File: config.mk
export PLATFORM = sky130hd
export DESIGN_NAME = uart_rx_frame_flat
export DESIGN_NICKNAME = d
export VERILOG_FILES = /design/src/rtl/uart_rx_frame_if.sv /design/src/rtl/uart_rx_frame.sv /design/src/flat_wrapper.sv
export SDC_FILE = /design/constraint.sdc
export NUM_CORES = 1
export LEC_CHECK = 0
export ABC_CLOCK_PERIOD_IN_PS = 3100
export BUFFER_PORTS_ARGS = -buffer_cell sky130_fd_sc_hd__buf_2
export CAP_MARGIN = 15
export CORE_MARGIN = 2
export CORE_UTILIZATION = 60
export DETAILED_ROUTE_END_ITERATION = 8
export PLACE_DENSITY_LB_ADDON = 0.08
export REMOVE_ABC_BUFFERS = 1
export SKIP_LAST_GASP = 1
export SLEW_MARGIN = 0
export SYNTH_ARGS = -nofsm -noshare
export SYNTH_HDL_FRONTEND = slang
export SYNTH_SLANG_ARGS = --single-unit
File: constraint.sdc
create_clock -name clk -period 3.1 [get_ports clk]
set_input_delay 0.62 -clock clk [delete_from_list [all_inputs] [get_ports clk]]
set_output_delay 0.62 -clock clk [all_outputs]
set_load 0.05 [all_outputs]
File: src/rtl/uart_rx_frame_if.sv
// Receive-side word handshake between uart_rx_frame (master) and its consumer (slave).
interface uart_rx_frame_if #(
  parameter int DATA_WIDTH = 8
);
  logic [DATA_WIDTH-1:0] rx_data;
  logic                  rx_valid;
  logic                  rx_ready;
  logic                  frame_err;
  logic                  parity_err;
  logic                  overrun;

  modport master (
    output rx_data, rx_valid, frame_err, parity_err, overrun,
    input  rx_ready
  );

  modport slave (
    input  rx_data, rx_valid, frame_err, parity_err, overrun,
    output rx_ready
  );
endinterface

File: src/rtl/uart_rx_frame.sv
// UART frame receiver: 2-flop sync, mid-bit sampling, LSB-first deserialiser, stop check,
// one-word holding register. Define UART_RX_PARITY_EN to add a parity bit after the data.
module uart_rx_frame #(
  parameter int DATA_WIDTH   = 8,
  parameter int CLKS_PER_BIT = 16,
  parameter int STOP_BITS    = 1,
  parameter int PARITY_ODD   = 0
) (
  input  logic              clk,
  input  logic              reset,
  input  logic              rx,
  output logic              busy,
  uart_rx_frame_if.master   rx_bus
);
  localparam int CW = $clog2(CLKS_PER_BIT);
  localparam int BW = $clog2(DATA_WIDTH + 1);
  localparam logic [CW-1:0] MID  = CW'(CLKS_PER_BIT / 2);
  localparam logic [CW-1:0] LAST = CW'(CLKS_PER_BIT - 1);

  typedef enum logic [2:0] {IDLE, START, DATA, PARITY, STOP} state_t;

  typedef struct packed {
    logic [DATA_WIDTH-1:0] data;
    logic                  ferr;
    logic                  perr;
  } rx_word_t;

  state_t                state, state_nxt;
  logic                  rx_meta, rx_s, rx_prev;
  logic [CW-1:0]         cnt;
  logic [BW-1:0]         bit_cnt;
  logic [DATA_WIDTH-1:0] shreg;
  logic                  ferr;
  logic                  fall, mid, tick, smp, done;
  rx_word_t              word, hold;
  logic                  hold_vld, ovr;

  // rx_prev is the edge-detect history; it idles high like the line
  always_ff @(posedge clk) begin
    if (reset) {rx_meta, rx_s, rx_prev} <= 3'b111;
    else begin
      rx_meta <= rx;
      rx_s    <= rx_meta;
      rx_prev <= rx_s;
    end
  end

  assign fall = rx_prev & ~rx_s;
  assign mid  = (cnt == MID);
  assign tick = (cnt == LAST);

  always_ff @(posedge clk) begin
    if (reset) state <= IDLE;
    else       state <= state_nxt;
  end

  always_comb begin
    state_nxt = state;
    case (state)
      IDLE:  if (fall) state_nxt = START;
      START: if (mid)  state_nxt = rx_s ? IDLE : DATA;
      DATA:  if (tick && bit_cnt == BW'(DATA_WIDTH - 1))
`ifdef UART_RX_PARITY_EN
               state_nxt = PARITY;
`else
               state_nxt = STOP;
`endif
      PARITY: if (tick) state_nxt = STOP;
      STOP:  if (tick && bit_cnt == BW'(STOP_BITS - 1)) state_nxt = IDLE;
      default: state_nxt = IDLE;
    endcase
  end

  always_comb begin
    busy = 1'b0;
    smp  = 1'b0;
    done = 1'b0;
    case (state)
      DATA, PARITY: begin busy = 1'b1; smp = tick; end
      STOP: begin
        busy = 1'b1;
        smp  = tick;
        done = tick && (bit_cnt == BW'(STOP_BITS - 1));
      end
      default: ;
    endcase
  end

  // Bit-period counter and per-state sample count both restart on any state change,
  // so each sample lands a whole bit period after the start mid-point.
  always_ff @(posedge clk) begin
    if (reset) begin
      cnt     <= '0;
      bit_cnt <= '0;
      shreg   <= '0;
      ferr    <= 1'b0;
    end else begin
      if (state_nxt != state) begin
        cnt     <= '0;
        bit_cnt <= '0;
      end else begin
        cnt <= tick ? '0 : cnt + 1'b1;
        if (smp) bit_cnt <= bit_cnt + 1'b1;
      end
      if (state == DATA && smp)         shreg <= {rx_s, shreg[DATA_WIDTH-1:1]};
      if (state == STOP && smp && !rx_s) ferr <= 1'b1;
      if (state == IDLE && fall)        ferr <= 1'b0;
    end
  end

`ifdef UART_RX_PARITY_EN
  localparam logic PAR_SENSE = PARITY_ODD[0];
  logic par_bit;

  always_ff @(posedge clk) begin
    if (reset)                      par_bit <= 1'b0;
    else if (state == PARITY && smp) par_bit <= rx_s;
  end

  assign word.perr = ^shreg ^ par_bit ^ PAR_SENSE;
`else
  logic unused_par;
  assign unused_par = ^PARITY_ODD;
  assign word.perr  = 1'b0;
`endif

  // The final stop sample is folded in here since it is taken on the completing edge.
  assign word.data = shreg;
  assign word.ferr = ferr | ~rx_s;

  always_ff @(posedge clk) begin
    if (reset) begin
      hold     <= '0;
      hold_vld <= 1'b0;
      ovr      <= 1'b0;
    end else begin
      ovr <= 1'b0;
      if (done) begin
        if (!hold_vld || rx_bus.rx_ready) begin
          hold     <= word;
          hold_vld <= 1'b1;
        end else begin
          ovr <= 1'b1;
        end
      end else if (hold_vld && rx_bus.rx_ready) begin
        hold_vld <= 1'b0;
      end
    end
  end

  assign rx_bus.rx_data    = hold.data;
  assign rx_bus.frame_err  = hold.ferr;
  assign rx_bus.parity_err = hold.perr;
  assign rx_bus.rx_valid   = hold_vld;
  assign rx_bus.overrun    = ovr;
endmodule

File: src/flat_wrapper.sv
// flat-port wrapper written by rule: the top's interface ports become plain ports
module uart_rx_frame_flat 
#(
  parameter int DATA_WIDTH   = 8,
  parameter int CLKS_PER_BIT = 16,
  parameter int STOP_BITS    = 1,
  parameter int PARITY_ODD   = 0
)
  (clk, reset, rx, busy, rx_bus_rx_data, rx_bus_rx_valid, rx_bus_frame_err, rx_bus_parity_err, rx_bus_overrun, rx_bus_rx_ready);
  uart_rx_frame_if #(.DATA_WIDTH(DATA_WIDTH)) rx_bus_i ();
  input  logic clk;
  input  logic reset;
  input  logic rx;
  output logic busy;
  output wire logic [$bits(rx_bus_i.rx_data)-1:0] rx_bus_rx_data;
  output wire logic [$bits(rx_bus_i.rx_valid)-1:0] rx_bus_rx_valid;
  output wire logic [$bits(rx_bus_i.frame_err)-1:0] rx_bus_frame_err;
  output wire logic [$bits(rx_bus_i.parity_err)-1:0] rx_bus_parity_err;
  output wire logic [$bits(rx_bus_i.overrun)-1:0] rx_bus_overrun;
  input wire logic [$bits(rx_bus_i.rx_ready)-1:0] rx_bus_rx_ready;
  assign rx_bus_rx_data = rx_bus_i.rx_data;
  assign rx_bus_rx_valid = rx_bus_i.rx_valid;
  assign rx_bus_frame_err = rx_bus_i.frame_err;
  assign rx_bus_parity_err = rx_bus_i.parity_err;
  assign rx_bus_overrun = rx_bus_i.overrun;
  assign rx_bus_i.rx_ready = rx_bus_rx_ready;
  uart_rx_frame #(.DATA_WIDTH(DATA_WIDTH), .CLKS_PER_BIT(CLKS_PER_BIT), .STOP_BITS(STOP_BITS), .PARITY_ODD(PARITY_ODD)) u_core (.clk(clk), .reset(reset), .rx(rx), .busy(busy), .rx_bus(rx_bus_i));
endmodule
==> results of run 1 <==
[power breakdown]
group	total, W	internal (W)	switching, W
combinational	0.0000638	0.0000294	0.0000344
clock	0.000408	0.000252	0.000156
sequential	0.000480	0.000457	0.0000230
[registers in the layout, indices dropped and copies added, names as in the netlist]
name	cells
u_core.bit_cnt	4
u_core.cnt	4
u_core.ferr	1
u_core.rx_bus.frame_err	1
u_core.rx_bus.overrun	1
u_core.rx_bus.rx_data	8
u_core.rx_bus.rx_valid	1
u_core.rx_meta	1
u_core.rx_prev	1
u_core.rx_s	1
u_core.shreg	8
u_core.state	3
[worst min path at each step]
stage                        start           to  slack (ns)  depth (start not counted)
finish              u_core.rx_meta  u_core.rx_s        0.42                          1
global route        u_core.rx_meta  u_core.rx_s        0.45                          1
CTS                 u_core.rx_meta  u_core.rx_s        0.43                          1
detailed placement  u_core.rx_meta  u_core.rx_s        0.41                          1
global placement    u_core.rx_meta  u_core.rx_s        0.39                          1
floorplan           u_core.rx_meta  u_core.rx_s        0.39                          1
[cell type report]
type                            count  area, sq um  share of cell area
Clock buffer                        5         37.5              0.0227
Clock inverter                      3         68.8              0.0416
Inverter                            6         22.5              0.0136
Multi-Input combinational cell     99          732               0.443
Sequential cell                    34          681               0.411
Tap cell                           30         37.5              0.0227
Timing Repair Buffer               15         75.1              0.0454
[per-layer routing]
layer  vias to the layer above  GRT usage  wire, um
li1                        525          -         -
met1                       484      0.247      1120
met2                        17      0.331      1230
met3                         5     0.0944       106
met4                         0     0.0812        36
met5                         -          0         0
[cells in the final DEF (no fill, tap or decap), drive strengths merged, types with 2 or more instances in the layout]
| cell type | instances |
|---|---|
| ha | 4 |
| nor2 | 26 |
| bufinv | 2 |
| nor3 | 5 |
| mux2i | 17 |
| nor3b | 3 |
| nor2b | 3 |
| o21ai | 2 |
| clkbuf | 5 |
| nand2b | 2 |
| buf | 15 |
| xor2 | 2 |
| dfxtp | 34 |
| a21oi | 4 |
| inv | 6 |
| nand2 | 3 |
| a211oi | 2 |
| xnor2 | 3 |
| nand3 | 4 |
| or2 | 4 |
[stage by stage]
step / setup slack [ns] / hold WS [ns] / instance area, sq um / power, W / instances
5_1_grt: 0.847 / 0.446 / 1650 / 0.000990 / 192
6_report: 0.924 / 0.421 / 1650 / 0.000952 / 192
4_1_cts: 0.914 / 0.432 / 1650 / 0.000959 / 192
2_1_floorplan: 1.32 / 0.389 / 1440 / 0.000534 / 139
3_3_place_gp: 1.17 / 0.390 / 1550 / 0.000549 / 184
3_5_place_dp: 1.06 / 0.412 / 1550 / 0.000554 / 184
[cells by family after synthesis]
| family | synth area share |
|---|---|
| muxes | 0.114 |
| and+or+nand+nor | 0.225 |
| adders and majority gates | 0.0335 |
| DFF | 0.455 |
| AOI/OAI and AO/OA | 0.0854 |
| xor gates and xnor gates | 0.0293 |
| buffers and inverters | 0.0552 |
| other | 0.00251 |
==> impl_metrics.toml, run 1 <==
[logic_synthesis]
async_flop_share = 0
synthDominantCellAreaShare = 0.455
synth.most_common_cell = "dfxtp_1"
synth_flop_cell = "dfxtp_1"
ys_seq_area_frac = 0.455
synth.yosys.warnings = 0
syn_area_sq_um = 1500
postSynthRegisterBits = 34
syn_inst = 147
synthTopCellsByArea = "dfxtp_1 46%, mux2i_1 11%, nor2_1 6.3%, ha_1 3.3%, buf_6 2.3%"
synth_area_per_cell_sq_um = 10.2
synth_common_cells = "34 x dfxtp_1, 25 x nor2_1, 17 x mux2i_1"
yosys.area.top_type = "dfxtp_1"
ys_types = 44
synth-edff-count = 0

[cts]
cts-buffers-inserted = 5
postCtsHoldBufs = 0
clockRootBuffer = "clkbuf_4"
clkTransAtPathRegs_ns = 0.11
htreeDepth = 2
cts.sinks = 34
clockBufferDepth = 2
clk_latency_ns = 0.34
postCtsSetupRepairBufs = 0
cts_tree = "yes"
cts_resized = 0

[setup_path]
timing.rr.end = "u_core.rx_bus.frame_err"
reg2reg_slack_ns = 1.05
cpLargestDelayFamily = "simple AND/OR/NAND/NOR gates"
worstSetupPathType = "register to output port"
required_ns = 2.48
crit_path_end = "busy"
worstPathArrival_ns = 1.56
cp_num_cells = 3
crit_path_start_kind = "register"
cp-startpoint = "u_core.state[2]"
cp_max_fo = 7
worstRegToRegCells = 5
worst_setup_path_end_kind = "output port"
r2r_start = "u_core.cnt[0]"
slowest_delay_ns = 0.45
crit_chain = "or3b_4, nand2_1, buf_2"
crit_path_top_delay_cell = "or3b_4"
crit_buf_inv = 1

[cells_and_area]
antenna_cells = 0
drive_gt1_frac = 0.259
syn2layout_area_growth_pct = 10.6
fin_util = 0.686
nFillCells = 188
nNetsFinal = 169

[drt]
via_count = 1031
drt_iter0_drc = 18
drc = 0
drtPass1Iterations = 4
viasPerCell = 5.37
drt-total-wl_mm = 2.49
wl_per_cell_um = 13.0
antenna_left = 0

[timing]
fin_crit_ns = 2.18
rsz0062_at_grt = "no"
post-route-period-util = 0.702
setup_viol = 0
fmax_mhz = 459
skew_ns = 0.00829
tns_ns = 0
finalHoldViolCount = 0
finalMaxSlewViolations = 0

[floorplan]
die-area_sq_um = 2910
io_pins = 17
dieWidth_um = 53.9
start_util = 0.620
row_count = 18
die_h_um = 53.9
core_area_sq_um = 2410

[global_route]
grt_overflow_total = 0
grt_pass1_vias = 956
grt_max_degree = 27
grt_use_total = 0.209
grt_pass1_wl_mm = 4.20
antenna_found_initial = 0

[flow_run]
cap_viol_max_count = 0

[power]
p_leak_nw = 0.793
p_per_area_nw_per_um2 = 575
ir_worst_vdd_v = 0.000498

[outcome]
status = "complete, no violations"

[placed_design]
gp_congestion = 0.824
hpwl_mm = 1.80
port_buffers = 15

[min_path]
hold_path_class = "register to register"
(Power assumes the default switching activity.)
==> run 2: changes to the inputs <==
--- a/config.mk
+++ b/config.mk
@@ -5,11 +5,11 @@
 export SDC_FILE = /design/constraint.sdc
 export NUM_CORES = 1
 export LEC_CHECK = 0
-export ABC_CLOCK_PERIOD_IN_PS = 3100
+export ABC_CLOCK_PERIOD_IN_PS = 1900
 export BUFFER_PORTS_ARGS = -buffer_cell sky130_fd_sc_hd__buf_2
 export CAP_MARGIN = 15
 export CORE_MARGIN = 2
-export CORE_UTILIZATION = 60
+export CORE_UTILIZATION = 51
 export DETAILED_ROUTE_END_ITERATION = 8
 export PLACE_DENSITY_LB_ADDON = 0.08
 export REMOVE_ABC_BUFFERS = 1
==> constraint.sdc (replaced) <==
create_clock -name clk -period 1.9 [get_ports clk]
set_input_delay 0.38 -clock clk [delete_from_list [all_inputs] [get_ports clk]]
set_output_delay 0.38 -clock clk [all_outputs]
set_load 0.05 [all_outputs]
==> impl_metrics.toml, run 2 (same netlist as run 1, synthesis figures left out) <==
[setup_path]
worstPathArrival_ns = 1.43
required_ns = 1.52
slowest_delay_ns = 0.45
worstSetupPathType = "register to output port"
worstRegToRegCells = 5
reg2reg_slack_ns = 0.17
r2r_start = "u_core.cnt[0]"
cp_max_fo = 9
crit_path_start_kind = "register"
crit_path_top_delay_cell = "or3b_4"
crit_chain = "or3b_4, nand2_1, buf_4"
timing.rr.end = "u_core.shreg[0]"
worst_setup_path_end_kind = "output port"

[cts]
cts.sinks = 34
cts_tree = "yes"
cts_resized = 1
clockBufferDepth = 2
postCtsHoldBufs = 0
clkTransAtPathRegs_ns = 0.09
postCtsSetupRepairBufs = 0
cts-buffers-inserted = 5
clk_latency_ns = 0.33
clockRootBuffer = "clkbuf_4"
htreeDepth = 2

[cells_and_area]
nFillCells = 253
layout_common_cells = "31 x dfxtp_1, 25 x nor2_1, 17 x mux2i_1"
nNetsFinal = 173
drive_gt1_frac = 0.291
final_common_cell = "dfxtp_1"
antenna_cells = 0
instances_no_fill = 196
syn2layout_area_growth_pct = 9.21
fin_util = 0.587

[timing]
fin_crit_ns = 1.81
finalMaxSlewViolations = 0
post-route-period-util = 0.951
setup_viol = 0
skew_ns = 0.00324
fmax_mhz = 553
finalHoldViolCount = 0
rsz0062_at_grt = "no"
tns_ns = 0

[floorplan]
start_util = 0.538
die_h_um = 58.1
io_pins = 17
core_area_sq_um = 2780
row_count = 19
dieWidth_um = 58.1
die-area_sq_um = 3380

[power]
p_leak_nw = 0.788
ir_worst_vdd_v = 0.000665
p_per_area_nw_per_um2 = 770

[global_route]
grt_use_total = 0.176
grt_overflow_total = 0
grt_pass1_vias = 975
antenna_found_initial = 0
grt_pass1_wl_mm = 4.40
grt_max_degree = 21

[drt]
drt-total-wl_mm = 2.55
drc = 0
antenna_left = 0
drt_iter0_drc = 21
via_count = 1061
wl_per_cell_um = 13.0
viasPerCell = 5.41
drtPass1Iterations = 4

[min_path]
hold_path_class = "input pin to register"
hp-start = "rx"
hold-path-endpoint = "u_core.rx_meta"
hold_path_depth = 2

[placed_design]
hpwl_mm = 1.84
place_inst = 189
gp_congestion = 0.863
port_buffers = 15

[outcome]
status = "complete, no violations"

[flow_run]
cap_viol_max_count = 0
run 2: cell types whose count changed in the layout (fill, tap and decap cells not counted), sizes merged:
cell | previous run | this run
bufinv | 2 | 0
buf | 15 | 19
clkinv | 1 | 2
run 2: where the power goes:
group | leakage [nW] | internal, W | total, W | switching [W]
registers | 0.277 | 0.000746 | 0.000783 | 0.0000374
clock network | 0.0308 | 0.000133 | 0.000361 | 0.000228
logic | 0.480 | 0.0000517 | 0.000114 | 0.0000620
total | 0.788 | 0.000930 | 0.00126 | 0.000327
run 2: worst max-delay path by stage:
stage	end	slack, ns	start
floorplan	u_core.rx_bus.frame_err	0.15	u_core.cnt[0]
global placement	u_core.shreg[6]	0.25	u_core.cnt[0]
detailed placement	u_core.shreg[2]	0.19	u_core.cnt[0]
CTS	busy	0.02	u_core.state[0]
global route	u_core.rx_bus.frame_err	0.02	u_core.cnt[0]
finish	busy	0.09	u_core.state[0]
run 2: layout make-up:
class / count / area, sq um / share of cell area
Clock inverter: 2 / 10.0 / 0.00613
Tap cell: 31 / 38.8 / 0.0238
Multi-Input combinational cell: 99 / 732 / 0.448
Timing Repair Buffer: 19 / 108 / 0.0659
Clock buffer: 5 / 37.5 / 0.0230
Sequential cell: 34 / 684 / 0.419
Inverter: 6 / 22.5 / 0.0138
run 2: routing by layer:
| layer | part of all wire | track usage | vias up |
|---|---|---|---|
| met5 | 0 | 0 | - |
| met4 | 0.0075 | 0.0498 | 0 |
| met3 | 0.049 | 0.0737 | 2 |
| met2 | 0.46 | 0.266 | 27 |
| met1 | 0.48 | 0.229 | 498 |
| li1 | - | - | 534 |
run 2: stage by stage:
stage	hold slack, ns	setup slack (ns)	instance area, sq um	power (W)
2_1_floorplan	0.389	0.148	1440	0.000872
3_3_place_gp	0.396	0.253	1580	0.000901
3_5_place_dp	0.399	0.188	1580	0.000905
4_1_cts	0.212	0.0193	1630	0.00127
5_1_grt	0.203	0.0209	1630	0.00134
6_report	0.223	0.0927	1630	0.00126
run 2: worst max-delay path, delay by kind of cell (launching register included):
kind,cells,cell delay (ns)
simple gates,2,0.53
flops,1,0.39
buf+inv,1,0.19
